<file path="src/rtl/flags_sequencer.sv">
// Purpose: sequences processor-status flag strobes (incl. BRK/IRQ push-then-set-I) from decoder requests.
// Latency: strobes registered, one cycle after accept; BRK/IRQ span two cycles; pad SO_V 3 cycles after pad fall.
// Backpressure: op_ready is low only in the first BRK/IRQ cycle and depends on state alone.
// Optional SO pad path (synchronizer, edge detect, pending V set) is built when FLAGS_SO_EN is defined.
module flags_sequencer (
  input  logic       PHI0,
  input  logic       RES,
  input  logic       op_valid,
  output logic       op_ready,
  input  logic [3:0] op_code,
  input  logic       op_ir5,
  input  logic       SO_frompad,
  output logic       done,
  output logic       P_DB,
  output logic       DB_P,
  output logic       DBZ_Z,
  output logic       DB_N,
  output logic       IR5_C,
  output logic       DB_C,
  output logic       ACR_C,
  output logic       IR5_D,
  output logic       IR5_I,
  output logic       DB_V,
  output logic       Z_V,
  output logic       AVR_V,
  output logic       SO_V,
  output logic       B_OUT,
  output logic       BRK6E,
  output logic       IR5
);

  localparam logic [3:0] OP_SETCLR_C = 4'd1;
  localparam logic [3:0] OP_SETCLR_D = 4'd2;
  localparam logic [3:0] OP_SETCLR_I = 4'd3;
  localparam logic [3:0] OP_CLV      = 4'd4;
  localparam logic [3:0] OP_NZ       = 4'd5;
  localparam logic [3:0] OP_ADC      = 4'd6;
  localparam logic [3:0] OP_CMP      = 4'd7;
  localparam logic [3:0] OP_BIT      = 4'd8;
  localparam logic [3:0] OP_PLP      = 4'd9;
  localparam logic [3:0] OP_PHP      = 4'd10;
  localparam logic [3:0] OP_BRK      = 4'd11;
  localparam logic [3:0] OP_IRQ      = 4'd12;

  typedef enum logic [1:0] {
    S_IDLE,
    S_EXEC,
    S_INT1,
    S_INT2
  } state_t;

  state_t state;
  logic   is_brk;
  logic   accept;

  // The only non-accepting cycle is the push cycle of BRK/IRQ.
  assign op_ready = (state != S_INT1);
  assign accept   = op_valid & op_ready;

  // FSM with registered strobes: every strobe defaults low and is raised for exactly one cycle.
  always_ff @(posedge PHI0 or posedge RES) begin
    if (RES) begin
      state  <= S_IDLE;
      is_brk <= 1'b0;
      done   <= 1'b0;
      P_DB   <= 1'b0;
      DB_P   <= 1'b0;
      DBZ_Z  <= 1'b0;
      DB_N   <= 1'b0;
      IR5_C  <= 1'b0;
      DB_C   <= 1'b0;
      ACR_C  <= 1'b0;
      IR5_D  <= 1'b0;
      IR5_I  <= 1'b0;
      DB_V   <= 1'b0;
      Z_V    <= 1'b0;
      AVR_V  <= 1'b0;
      B_OUT  <= 1'b0;
      BRK6E  <= 1'b0;
      IR5    <= 1'b0;
    end else begin
      done  <= 1'b0;
      P_DB  <= 1'b0;
      DB_P  <= 1'b0;
      DBZ_Z <= 1'b0;
      DB_N  <= 1'b0;
      IR5_C <= 1'b0;
      DB_C  <= 1'b0;
      ACR_C <= 1'b0;
      IR5_D <= 1'b0;
      IR5_I <= 1'b0;
      DB_V  <= 1'b0;
      Z_V   <= 1'b0;
      AVR_V <= 1'b0;
      B_OUT <= 1'b0;
      BRK6E <= 1'b0;
      IR5   <= 1'b0;
      if (state == S_INT1) begin
        // Second interrupt cycle: set I unconditionally, BRK also flags its final cycle.
        state <= S_INT2;
        IR5_I <= 1'b1;
        IR5   <= 1'b1;
        BRK6E <= is_brk;
        done  <= 1'b1;
      end else if (accept) begin
        if (op_code == OP_BRK || op_code == OP_IRQ) begin
          state  <= S_INT1;
          is_brk <= (op_code == OP_BRK);
          P_DB   <= 1'b1;
          B_OUT  <= (op_code == OP_BRK);
        end else begin
          state <= S_EXEC;
          done  <= 1'b1;
          IR5   <= op_ir5;
          case (op_code)
            OP_SETCLR_C: IR5_C <= 1'b1;
            OP_SETCLR_D: IR5_D <= 1'b1;
            OP_SETCLR_I: IR5_I <= 1'b1;
            OP_CLV:      Z_V   <= 1'b1;
            OP_NZ: begin
              DBZ_Z <= 1'b1;
              DB_N  <= 1'b1;
            end
            OP_ADC: begin
              DBZ_Z <= 1'b1;
              DB_N  <= 1'b1;
              ACR_C <= 1'b1;
              AVR_V <= 1'b1;
            end
            OP_CMP: begin
              DBZ_Z <= 1'b1;
              DB_N  <= 1'b1;
              ACR_C <= 1'b1;
            end
            OP_BIT: begin
              DBZ_Z <= 1'b1;
              DB_N  <= 1'b1;
              DB_V  <= 1'b1;
            end
            OP_PLP: DB_P <= 1'b1;
            OP_PHP: begin
              P_DB  <= 1'b1;
              B_OUT <= 1'b1;
            end
            default: ;
          endcase
        end
      end else begin
        state <= S_IDLE;
      end
    end
  end

`ifdef FLAGS_SO_EN
  logic so_s1;
  logic so_s2;
  logic so_s2_d;
  logic so_pend;
  logic so_fall;
  logic op_vsrc;

  // Any op-driven V source takes the cycle; the pad request waits.
  assign op_vsrc = DB_P | DB_V | Z_V | AVR_V;
  assign so_fall = so_s2_d & ~so_s2;
  assign SO_V    = so_pend & ~op_vsrc;

  // Synchronize the pad (idle high), detect falls, and hold a single pending V set.
  always_ff @(posedge PHI0 or posedge RES) begin
    if (RES) begin
      so_s1   <= 1'b1;
      so_s2   <= 1'b1;
      so_s2_d <= 1'b1;
      so_pend <= 1'b0;
    end else begin
      so_s1   <= SO_frompad;
      so_s2   <= so_s1;
      so_s2_d <= so_s2;
      // A fall seen while SO_V fires keeps the request alive for one more SO_V.
      so_pend <= so_fall | (so_pend & ~SO_V);
    end
  end
`else
  logic so_unused;

  assign so_unused = SO_frompad;
  assign SO_V      = 1'b0;
`endif

endmodule
</file>
<file path="config.mk">
export PLATFORM = sky130hd
export DESIGN_NAME = flags_sequencer
export DESIGN_NICKNAME = d
export VERILOG_FILES = /design/src/rtl/flags_sequencer.sv
export SDC_FILE = /design/constraint.sdc
export NUM_CORES = 1
export LEC_CHECK = 0
export ABC_AREA = 1
export CAP_MARGIN = 10
export CORE_UTILIZATION = 40
export CTS_CLUSTER_SIZE = 28
export DETAILED_ROUTE_END_ITERATION = 6
export GPL_ROUTABILITY_DRIVEN = 1
export PLACE_DENSITY = 0.82
export SETUP_SLACK_MARGIN = 0.3
export SYNTH_ARGS = -nofsm -noshare
export SYNTH_HDL_FRONTEND = slang
export SYNTH_SLANG_ARGS = --single-unit
export TNS_END_PERCENT = 100
</file>
<file path="constraint.sdc">
create_clock -name PHI0 -period 1.5 [get_ports PHI0]
set_clock_uncertainty 0.1 [all_clocks]
set_input_delay 0.3 -clock PHI0 [delete_from_list [all_inputs] [get_ports PHI0]]
set_output_delay 0.3 -clock PHI0 [all_outputs]
set_load 0.02 [all_outputs]
</file>
# ---- Word level (Yosys, flattened, before mapping)
# Cells that the tools add are included.
dict set report classes {
  eq_ne 14
  mux 53
  bitwise 2
  reduce_logical 4
}
# operator count
set ops {}
lappend ops {{$mux 1} 50}
lappend ops {{$eq 4x4->1 const B} 5}
lappend ops {{$eq 4x3->1 const B} 4}
lappend ops {{$eq 4x2->1 const B} 2}
lappend ops {{$mux 2} 3}
lappend ops {{$eq 4x1->1 const B} 1}
lappend ops {{$reduce_or 4->1} 1}
lappend ops {{$reduce_and 3->1} 1}
lappend ops {{$eq 2x2->1 const B} 1}
lappend ops {{$ne 2x2->1 const B} 1}
lappend ops {{$reduce_or 2->1} 1}
lappend ops {{$and 1x1->1} 1}
lappend ops {{$logic_or 1x1->1} 1}
lappend ops {{$not 1->1} 1}
dict set report totals {
  register_bits 17
  elab_cells 89
}

# ---- Longest topological paths before layout
dict set report depth {
  word_depth 6
  mapped_depth 5
  ltp_nobuf 5
}

# ---- Worst setup path after synthesis
# Ideal clock, no wire load.
dict set report synth_path {
  path_kind {register to output}
  startpoint {reg done (netlist name)}
  endpoint {out op_ready}
  arrival_ps 768
  t_required_ps 1100
  slack_ps 332
  stages_incl_launch_ff 3
  n_path_buf 0
  cell_sequence {dfrtp_1 > inv_2 > nand2_1}
}
# element line
set synth_rtl {}
lappend synth_rtl {{to (decl)} 9} ;# output logic op_ready,

# ---- Worst setup path in the final report
dict set report layout_path {
  startpoint {reg state[1]}
  endpoint {reg is_brk}
}
dict set report layout_between {
  elab_chain_cells 3
  word_cells_on_any_way 5
  cone_classes {2 x eq/ne; 2 x bitwise; 1 x reduce/logical}
}
# element line
set layout_lines {}
lappend layout_lines {{from (decl)} 52} ;# state_t state;
lappend layout_lines {{from (signal assigned)} 63} ;# state <= S_IDLE;
lappend layout_lines {{from (signal assigned)} 100} ;# state <= S_INT2;
lappend layout_lines {{from (signal assigned)} 107} ;# state <= S_INT1;
lappend layout_lines {{$ne 2x2->1 / $eq 2x2->1 (equally long branches)} {57, 98}}
lappend layout_lines {{$and 1x1->1 / $not 1->1 (equally long branches)} n/a}
lappend layout_lines {{$reduce_and 3->1 (no line) (*)} n/a}
lappend layout_lines {{to (signal assigned)} 108} ;# is_brk <= (op_code == OP_BRK);
lappend layout_lines {{to (decl)} 53} ;# logic is_brk;
# Mark *: on every way between the ends. The rest lies on a longest branch, timed or not.
# A chain may end at the register's enable or synchronous reset.

==> flow_summary.toml <==
[placement]
place_ws_ns = -0.0640
dp.cells = 109
place_hpwl_um = 972
io_buffers = 23
place_congestion = 0.821

[die]
die_x_um = 42.8
fp.dieH_um = 42.8
rows = 14
die_area_um2 = 1830
core_um2 = 1520
initial_core_util = 0.437
ioPinCount = 27

[detailed_routing]
wl_um = 1430
drtIter0Drc = 9
firstDrtPassIters = 6
ant_nets = 0
viasPerCell = 4.87
post_drt_wl_per_cell_um = 12.6
vias = 550
drc = 0

[sta]
worst_slack_ns = 0.172
fin_crit_sh = 0.885
fin_crit_ns = 1.33
slew_viol_final = 0
fmax_mhz = 753
finalHoldViolations = 0
finalSetupViolCount = 0
rsz0062_at_grt = "true"

[pwr]
cellPowerDensity_nw_per_um2 = 905
p_leak_nw = 0.537
ir_drop_mv = 0.492
total_power_mw = 0.959

[clocking]
htreeDepth = 1
worstSkewPairLatency_ns = 0.28
clockRootBuffer = "clkbuf_4"
clk_pin_slew_ns = 0.10
clockBufferDepth = 2
numCtsBuffers = 3
cts_hold_buf = 0
numClockSinks = 16
cts_tree = "done"

[critical_path]
path_max_fanout = 5
reg2reg_to = "is_brk$_DFFE_PP0P_"
cp.required_ns = 1.59
cp-endpoint = "is_brk$_DFFE_PP0P_"
cp_data_arrival_time_ns = 1.41
reg2reg_from = "state[1]$_DFF_PP0_"
startpoint = "state[1]$_DFF_PP0_"
startpoint_type = "flip-flop"
reg2reg_slack_ns = 0.17
crit_type = "flip-flop to flip-flop"
rr_worst_depth = 5
crit_path_end_kind = "flip-flop"

[layout]
seqCellArea_um2 = 400
multi_input_area_um2 = 269
fill_cells = 112
finalNonFillerCells = 113
drive_above_1_share = 0.526
nets = 107
area_growth_pct = 59.2
n_antenna_cell = 0

[logic_synthesis]
synth.avg_cell_area_um2 = 10.1
yosysTopAreaCell = "dfrtp_1"
syn_inst = 66
yosys_warnings = 0
synth_top_area_frac = 0.602
synth_area_um2 = 666
yosysSeqAreaShare = 0.602
synth.area.top_cells = "dfrtp_1, nand2_1, buf_4"
synthDistinctLibCells = 20
ys_seq_elements = 16

[grt]
first_global_vias = 478
grt_start_max_net_pins = 17
grt_pass1_wl_um = 2020
overflow = 0
grt_usage = 0.145
antenna_found_initial = 0

[run_status]
status = "finished, final reports clean"

[run]
cap_violations = 0

[worst_hold_path]
min_path_type = "primary input to async pin"
-- worst min-delay path by stage --
stage	start	to	slack (ns)
5_1_grt	RES	IR5_D$_DFF_PP0_	0.25
3_5_place_dp	is_brk$_DFFE_PP0P_	is_brk$_DFFE_PP0P_	0.37
6_report	RES	IR5$_DFF_PP0_	0.21
4_1_cts	RES	IR5$_DFF_PP0_	0.23
3_3_place_gp	is_brk$_DFFE_PP0P_	is_brk$_DFFE_PP0P_	0.36
2_1_floorplan	RES	ACR_C$_DFF_PP0_	0.11
-- cell usage in the layout, fill, tap and decap left out, types with 2 or more instances in the layout --
| cell | n |
|---|---|
| nand2_1 | 8 |
| buf_6 | 16 |
| nor3_2 | 5 |
| inv_2 | 5 |
| nor2_2 | 3 |
| nand2_4 | 2 |
| dlygate4sd2_1 | 2 |
| clkdlybuf4s50_1 | 5 |
| nand3_1 | 2 |
| buf_4 | 5 |
| nand3_2 | 2 |
| nand2_2 | 2 |
| nor2_1 | 2 |
| conb_1 | 2 |
| nor2_4 | 2 |
| dfrtp_1 | 16 |
| clkbuf_4 | 3 |
| inv_1 | 4 |
-- where the power goes --
| part | switching (mW) | total, mW | internal, mW |
|---|---|---|---|
| clock network | 0.134 | 0.282 | 0.148 |
| logic | 0.120 | 0.208 | 0.0879 |
| registers | 0.0136 | 0.469 | 0.456 |
-- cell usage after synthesis, drive strengths merged --
library cell and count:
a21oi 2, buf 3, nand4 1, nand2 12
or2 1, nor2 7, dfrtp 16, conb 1
inv 10, clkinv 1, o21ai 1, o31ai 1
nor3 6, nand3 4
-- stage by stage --
stage	util	hold WS, ns	instance area [um^2]	TNS [ns]
finish	0.695	0.213	1060	0
global route	0.695	0.245	1060	0
CTS	0.627	0.232	956	0
detailed placement	0.618	0.374	942	-0.120
global placement	0.618	0.359	942	-0.0594
floorplan	-	0.114	669	0
-- worst max-delay path, stage by stage, from the launching register on --
cell	delay (ns)
dfrtp_1	0.40
buf_4	0.14
a21oi_4	0.30
nand3_2	0.15
nand2_1	0.09
nand2_1	0.05
-- timing repair --
item | in CTS | in global routing
pin swaps | 2 | 3
gates cloned | 0 | 0
endpoints found under the setup margin | 21 | 30
resized for setup | 84 | 29
setup buffers | 0 | 0
-- logic make-up after synthesis --
group / after synthesis / share of synthesized area
AND/OR/NAND/NOR: 31 / 0.239
AO/OA/AOI/OAI: 4 / 0.0583
flip-flops: 16 / 0.601
other: 1 / 0.00563
buffers and inverters: 14 / 0.0958
-- per-layer routing --
| metal | global-route usage | vias to the layer above | wire [um] |
|---|---|---|---|
| li1 | - | 262 | - |
| met1 | 0.191 | 265 | 549 |
| met2 | 0.245 | 19 | 808 |
| met3 | 0.0128 | 4 | 45 |
| met4 | 0.0563 | 0 | 21 |
| met5 | 0 | - | 0 |
-- layout make-up --
type	instances	share of cell area
Sequential cell	16	0.378
Tap cell	16	0.0189
Inverter	11	0.0413
Timing Repair Buffer	29	0.274
Multi-Input combinational cell	37	0.254
Clock buffer	4	0.0342
No activity file was read; power rests on OpenSTA's default activity.
